<file path="src/rtl/spi_slave_ctrl_if.sv">
// rtl/spi_slave_ctrl_if.sv - SPI pin and RAM-side signal bundle for spi_slave_ctrl
interface spi_slave_ctrl_if #(
  parameter int ADDR_SIZE = 8
) ();
  logic                 SS_n;
  logic                 MOSI;
  logic                 MISO;
  logic [ADDR_SIZE+1:0] rx_data;
  logic                 rx_valid;
  logic [ADDR_SIZE-1:0] tx_data;
  logic                 tx_valid;

  modport slave (
    input  SS_n, MOSI, tx_data, tx_valid,
    output MISO, rx_data, rx_valid
  );

  modport master (
    output SS_n, MOSI, tx_data, tx_valid,
    input  MISO, rx_data, rx_valid
  );
endinterface

</file>
<file path="src/rtl/spi_slave_ctrl.sv">
// rtl/spi_slave_ctrl.sv - SPI mode-0 slave front end sequencing the single-port RAM
// Optional SPI_CMD_CHECK_EN: frame command vs state check with sticky cmd_err.
module spi_slave_ctrl #(
  parameter int ADDR_SIZE = 8
) (
  input  logic             clk,
  input  logic             rst_n,
  spi_slave_ctrl_if.slave  bus,
  output logic             cmd_err
);

  localparam int FRAME_W = ADDR_SIZE + 2;
  localparam int BCNT_W  = $clog2(FRAME_W + 1);
  localparam int TCNT_W  = $clog2(ADDR_SIZE + 1);
  localparam logic [BCNT_W-1:0] BCNT_FULL = BCNT_W'(FRAME_W);
  localparam logic [TCNT_W-1:0] TCNT_FULL = TCNT_W'(ADDR_SIZE);

  typedef enum logic [2:0] {
    IDLE,
    CHK_CMD,
    WRITE,
    READ_ADD,
    READ_DATA,
    RD_WAIT,
    RD_SHIFT,
    FRAME_DONE
  } state_t;

  state_t               state_q, state_d;
  logic [FRAME_W-1:0]   frame_q, frame_d;
  logic [BCNT_W-1:0]    bit_cnt_q, bit_cnt_d;
  logic [ADDR_SIZE-1:0] tx_sh_q, tx_sh_d;
  logic [TCNT_W-1:0]    tx_cnt_q, tx_cnt_d;
  logic                 rd_addr_seen_q, rd_addr_seen_d;
  logic                 miso_q, miso_d;
  logic [FRAME_W-1:0]   rx_data_q, rx_data_d;
  logic                 rx_valid_q, rx_valid_d;
  logic                 cmd_ok;

`ifdef SPI_CMD_CHECK_EN
  logic cmd_err_q, cmd_err_d;

  always_comb begin
    cmd_ok = 1'b1;
    case (state_q)
      WRITE:     cmd_ok = ~frame_q[FRAME_W-1];
      READ_ADD:  cmd_ok = (frame_q[FRAME_W-1 -: 2] == 2'b10);
      READ_DATA: cmd_ok = (frame_q[FRAME_W-1 -: 2] == 2'b11);
      default:   cmd_ok = 1'b1;
    endcase
  end

  assign cmd_err = cmd_err_q;
`else
  assign cmd_ok  = 1'b1;
  assign cmd_err = 1'b0;
`endif

  always_comb begin
    state_d        = state_q;
    frame_d        = frame_q;
    bit_cnt_d      = bit_cnt_q;
    tx_sh_d        = tx_sh_q;
    tx_cnt_d       = tx_cnt_q;
    rd_addr_seen_d = rd_addr_seen_q;
    miso_d         = 1'b0;
    rx_data_d      = rx_data_q;
    rx_valid_d     = 1'b0;
`ifdef SPI_CMD_CHECK_EN
    cmd_err_d      = cmd_err_q;
`endif

    if (state_q != IDLE && bus.SS_n) begin
      // Deselect wins over any capture; only a fully shifted-out byte retires the read address.
      state_d   = IDLE;
      bit_cnt_d = '0;
      tx_cnt_d  = '0;
      if (state_q == RD_SHIFT && tx_cnt_q == TCNT_FULL) begin
        rd_addr_seen_d = 1'b0;
      end
    end else begin
      case (state_q)
        IDLE: begin
          bit_cnt_d = '0;
          if (!bus.SS_n) begin
            state_d = CHK_CMD;
          end
        end

        CHK_CMD: begin
          frame_d   = {frame_q[FRAME_W-2:0], bus.MOSI};
          bit_cnt_d = BCNT_W'(1);
          if (!bus.MOSI) begin
            state_d = WRITE;
          end else if (rd_addr_seen_q) begin
            state_d = READ_DATA;
          end else begin
            state_d = READ_ADD;
          end
        end

        WRITE, READ_ADD, READ_DATA: begin
          if (bit_cnt_q != BCNT_FULL) begin
            frame_d   = {frame_q[FRAME_W-2:0], bus.MOSI};
            bit_cnt_d = bit_cnt_q + BCNT_W'(1);
          end else begin
            bit_cnt_d = '0;
            if (cmd_ok) begin
              rx_valid_d = 1'b1;
              rx_data_d  = frame_q;
              if (state_q == READ_ADD) begin
                rd_addr_seen_d = 1'b1;
              end
              state_d = (state_q == READ_DATA) ? RD_WAIT : FRAME_DONE;
            end else begin
`ifdef SPI_CMD_CHECK_EN
              cmd_err_d = 1'b1;
`endif
              state_d = FRAME_DONE;
            end
          end
        end

        RD_WAIT: begin
          if (bus.tx_valid) begin
            tx_sh_d  = {bus.tx_data[ADDR_SIZE-2:0], 1'b0};
            miso_d   = bus.tx_data[ADDR_SIZE-1];
            tx_cnt_d = TCNT_W'(1);
            state_d  = RD_SHIFT;
          end
        end

        RD_SHIFT: begin
          if (tx_cnt_q != TCNT_FULL) begin
            miso_d   = tx_sh_q[ADDR_SIZE-1];
            tx_sh_d  = {tx_sh_q[ADDR_SIZE-2:0], 1'b0};
            tx_cnt_d = tx_cnt_q + TCNT_W'(1);
          end else begin
            tx_cnt_d       = '0;
            rd_addr_seen_d = 1'b0;
            state_d        = FRAME_DONE;
          end
        end

        FRAME_DONE: begin
          state_d = FRAME_DONE;
        end

        default: begin
          state_d = IDLE;
        end
      endcase
    end
  end

  always_ff @(posedge clk) begin
    if (!rst_n) begin
      state_q        <= IDLE;
      frame_q        <= '0;
      bit_cnt_q      <= '0;
      tx_sh_q        <= '0;
      tx_cnt_q       <= '0;
      rd_addr_seen_q <= 1'b0;
      miso_q         <= 1'b0;
      rx_data_q      <= '0;
      rx_valid_q     <= 1'b0;
`ifdef SPI_CMD_CHECK_EN
      cmd_err_q      <= 1'b0;
`endif
    end else begin
      state_q        <= state_d;
      frame_q        <= frame_d;
      bit_cnt_q      <= bit_cnt_d;
      tx_sh_q        <= tx_sh_d;
      tx_cnt_q       <= tx_cnt_d;
      rd_addr_seen_q <= rd_addr_seen_d;
      miso_q         <= miso_d;
      rx_data_q      <= rx_data_d;
      rx_valid_q     <= rx_valid_d;
`ifdef SPI_CMD_CHECK_EN
      cmd_err_q      <= cmd_err_d;
`endif
    end
  end

  assign bus.MISO     = miso_q;
  assign bus.rx_data  = rx_data_q;
  assign bus.rx_valid = rx_valid_q;

endmodule
</file>
<file path="src/flat_wrapper.sv">
// flat-port wrapper written by rule: the top's interface ports become plain ports
module spi_slave_ctrl_flat 
#(
  parameter int ADDR_SIZE = 8
)
  (clk, rst_n, cmd_err, bus_SS_n, bus_MOSI, bus_tx_data, bus_tx_valid, bus_MISO, bus_rx_data, bus_rx_valid);
  spi_slave_ctrl_if #(.ADDR_SIZE(ADDR_SIZE)) bus_i ();
  input  logic clk;
  input  logic rst_n;
  output logic cmd_err;
  input wire logic [$bits(bus_i.SS_n)-1:0] bus_SS_n;
  input wire logic [$bits(bus_i.MOSI)-1:0] bus_MOSI;
  input wire logic [$bits(bus_i.tx_data)-1:0] bus_tx_data;
  input wire logic [$bits(bus_i.tx_valid)-1:0] bus_tx_valid;
  output wire logic [$bits(bus_i.MISO)-1:0] bus_MISO;
  output wire logic [$bits(bus_i.rx_data)-1:0] bus_rx_data;
  output wire logic [$bits(bus_i.rx_valid)-1:0] bus_rx_valid;
  assign bus_i.SS_n = bus_SS_n;
  assign bus_i.MOSI = bus_MOSI;
  assign bus_i.tx_data = bus_tx_data;
  assign bus_i.tx_valid = bus_tx_valid;
  assign bus_MISO = bus_i.MISO;
  assign bus_rx_data = bus_i.rx_data;
  assign bus_rx_valid = bus_i.rx_valid;
  spi_slave_ctrl #(.ADDR_SIZE(ADDR_SIZE)) u_core (.clk(clk), .rst_n(rst_n), .bus(bus_i), .cmd_err(cmd_err));
endmodule
</file>
<file path="config.mk">
export PLATFORM = sky130hd
export DESIGN_NAME = spi_slave_ctrl_flat
export DESIGN_NICKNAME = d
export VERILOG_FILES = /design/src/rtl/spi_slave_ctrl_if.sv /design/src/rtl/spi_slave_ctrl.sv /design/src/flat_wrapper.sv
export SDC_FILE = /design/constraint.sdc
export NUM_CORES = 1
export LEC_CHECK = 0
export BUFFER_PORTS_ARGS = -buffer_cell sky130_fd_sc_hd__buf_2
export CELL_PAD_IN_SITES_DETAIL_PLACEMENT = 1
export CELL_PAD_IN_SITES_GLOBAL_PLACEMENT = 1
export CORE_MARGIN = 2
export CORE_UTILIZATION = 38
export DETAILED_ROUTE_END_ITERATION = 8
export PLACE_DENSITY = 0.72
export REMOVE_ABC_BUFFERS = 1
export SETUP_SLACK_MARGIN = 0.02
export SYNTH_ARGS = -nofsm -noshare
export SYNTH_HDL_FRONTEND = slang
export SYNTH_SLANG_ARGS = --single-unit
</file>
<file path="constraint.sdc">
create_clock -name clk -period 1.65 [get_ports clk]
set_clock_uncertainty 0.2 [all_clocks]
set_input_delay 0.33 -clock clk [delete_from_list [all_inputs] [get_ports clk]]
set_output_delay 0.33 -clock clk [all_outputs]
set_load 0.005 [all_outputs]
</file>
==> flow_metrics.tcl <==
set metrics [dict create \
    status "complete, but fails checks" \
    violations "setup timing" \
    cts_tree "built" \
    ctsHoldBuffers 0 \
    timing.final.crit_share 1.03 \
    finalWorstSetupSlack_ns -0.0541 \
    n_fill_cell 543 \
    grt_max_degree 14 \
    gp_congestion 0.764 \
    std_cell_rows 25 \
    dr_total_vias 1596 \
    required_ns 1.67 \
    drt-pass1-iter-count 4 \
    finalSetupViolations 13 \
    fin_setup_tns_ns -0.147 \
    start_util 0.389 \
    dr.first_iter.drc_count 54 \
    clockBufferDepth 2 \
    p_total_mw 2.00 \
    place_inst 290 \
    synth-seq-area-share 0.450 \
    vdd_drop_max_mv 0.334 \
    wl_met1_um 2030 \
    diodes 0 \
    wl_per_cell_um 15.0 \
    yosysUniqueCellTypes 38 \
    via_per_inst 5.25 \
    clock.fmax_mhz 587 \
    min_period_ns 1.70 \
    drv_slew 0 \
    hold_ws_ns 0.0846 \
    core_mm2 0.00469 \
    hpwlAfterDp_um 2960 \
    p_leak_nw 1.10 \
    crit_type "reg2reg" \
    ios 26 \
    ys_seq_elements 41 \
    die_h_um 73.3 \
    insertion_delay_ns 0.30 \
    cts_made_buffers 5 \
    cp-end-kind "flip-flop" \
    stdcell_count 304 \
    grt_pass1_wl_um 7650 \
    hp-class "in2reg" \
    placed_area_mm2 0.00215 \
    grt_usage 0.184 \
    drive_gt1_frac 0.400 \
    worst_ep_arrival_time_ns 1.73 \
    rsz0062_at_grt "true" \
    final_area_mm2 0.00251 \
    maxUsedRoutingLayer "met4" \
    p_per_area_mw_per_mm2 795 \
    grt_overflow 0 \
    synth_cells 202 \
    clkTransAtPathRegs_ns 0.09 \
    avgSynthCellArea_um2 9.04 \
    die-area_mm2 0.00537 \
    nNetsFinal 266 \
    clock_sinks 41 \
    dr_wl_met2_um 2330 \
    synth_warnings 0 \
    syn_to_final_growth_pct 37.8 \
    maxCapViolCount 0 \
    h-tree-depth 2 \
    crit_fanout 5 \
    dieWidth_um 73.3 \
    port_buffers 24 \
    syn_area_mm2 0.00183 \
    hold_violations 0 \
    grt_pass1_vias 1622 \
    ctsRootBufferMaster "clkbuf_8" \
    antenna_found_initial 0 \
    wl_met3_um 149 \
    detail_route.drc_violations 0 \
    cp-start-kind "flip-flop" \
    ant_nets 0 \
    drt_wl_total_um 4560 \
]
[final cells by class]
type / count / area, um2 / area share
sequential: 41 / 830 / 0.330
clock buffer: 6 / 82.6 / 0.0328
timing repair buffer: 52 / 395 / 0.157
clock inverter: 2 / 37.5 / 0.0149
multi-input combinational: 144 / 1080 / 0.431
tap: 54 / 67.6 / 0.0269
inverter: 5 / 18.8 / 0.00746
[routing by layer]
| layer | global-route usage | up-vias |
|---|---|---|
| met4 | 0.0545 | 0 |
| met2 | 0.311 | 24 |
| met1 | 0.230 | 760 |
| met3 | 0.0494 | 7 |
| li1 | - | 805 |
| met5 | 0 | - |
[flip-flops by register name, indices dropped and copies added, names as in the netlist]
register               count
u_core.tx_sh_q             7
u_core.state_q             3
u_core.rd_addr_seen_q      1
u_core.frame_q            10
u_core.bus.rx_data        10
u_core.tx_cnt_q            4
u_core.bus.rx_valid        1
u_core.bit_cnt_q           4
u_core.bus.MISO            1
[what timing repair did]
item                       in CTS  in global routing
gates cloned                    1                  0
setup endpoints to repair      38                 35
gates resized for setup        31                 18
pin swaps                      13                 10
setup buffers                   4                  2
[worst paths after layout]
path	startpoint	slack (ns)	endpoint	cells past startpoint
min	bus_tx_data[5]	0.08	u_core.tx_sh_q[6]$_SDFFE_PN0P_	3
max reg2reg	u_core.bit_cnt_q[0]$_SDFFE_PP0P_	-0.05	u_core.bit_cnt_q[2]$_SDFFE_PP0P_	6
min reg2reg	u_core.frame_q[9]$_SDFFE_PN0P_	0.27	u_core.frame_q[9]$_SDFFE_PN0P_	2
max	u_core.bit_cnt_q[0]$_SDFFE_PP0P_	-0.05	u_core.bit_cnt_q[2]$_SDFFE_PP0P_	6
[report_power, final]
group	switching (mW)	internal [mW]	leakage, nW	total (mW)
clock network	0.371	0.492	0.0574	0.863
registers	0.00536	0.995	0.334	1.00
logic	0.0767	0.0591	0.705	0.136
[critical path: stages (launching register included)]
cell and delay [ns]:
dfxtp_2 0.34, inv_2 0.04, ha_4 0.13, and3b_2 0.21, o21bai_4 0.20, or3b_1 0.38
a31oi_1 0.12
[cell families (layout without fill, tap and decap cells)]
family / Yosys count / after routing / synth area share
flip-flops: 41 / 41 / 0.450
multiplexers: 21 / 21 / 0.115
AO/OA/AOI/OAI: 34 / 34 / 0.137
adder cells (fa/ha/maj): 4 / 4 / 0.0274
buffers and inverters: 17 / 65 / 0.0473
other: 1 / 1 / 0.00205
AND/OR/NAND/NOR: 84 / 84 / 0.221
[cells in the mapped netlist, drive strengths merged]
master	count	area [um2]
nor3b	1	12.5
nand2	25	93.8
inv	4	15.0
a41oi	1	8.76
a32oi	1	8.76
o21a	1	7.51
nand3	9	45.0
a211oi	3	22.5
nand2b	2	12.5
nand4b	1	8.76
nor3	3	15.0
or2	2	12.5
mux2i	21	210
a21oi	7	35.0
a311oi	8	70.1
a31oi	4	25.0
nand4	1	6.26
o21bai	1	11.3
a2bb2oi	2	17.5
nand4bb	1	11.3
nor2b	3	18.8
o211ai	1	7.51
clkbuf	3	11.3
conb	1	3.75
dfxtp	41	821
buf	9	56.3
or3b	2	17.5
nand3b	2	15.0
o21ai	3	15.0
and3b	3	26.3
o31a	1	8.76
clkinv	1	3.75
ha	4	50.1
nor2	29	109
o22ai	1	12.5
[cell usage in the layout, fill, tap and decap left out, types with 3 or more instances in the layout]
master     n
mux2i_1   21
buf_12     4
dfxtp_1   34
buf_6      4
a31oi_1    4
nand2_1   25
dfxtp_2    7
nor2_2     3
buf_4     20
nor2_1    25
clkbuf_8   6
a311oi_2   6
nand3_1    8
buf_2     24
a21oi_1    5
inv_2      3
[per-stage QoR]
stage / util / setup WS, ns
4_1_cts: 0.524 / -0.0608
5_1_grt: 0.536 / -0.109
3_3_place_gp: 0.458 / -0.0750
3_5_place_dp: 0.458 / -0.155
2_1_floorplan: - / -0.702
6_report: 0.536 / -0.0541
No activity file was read; power rests on OpenSTA's default activity.
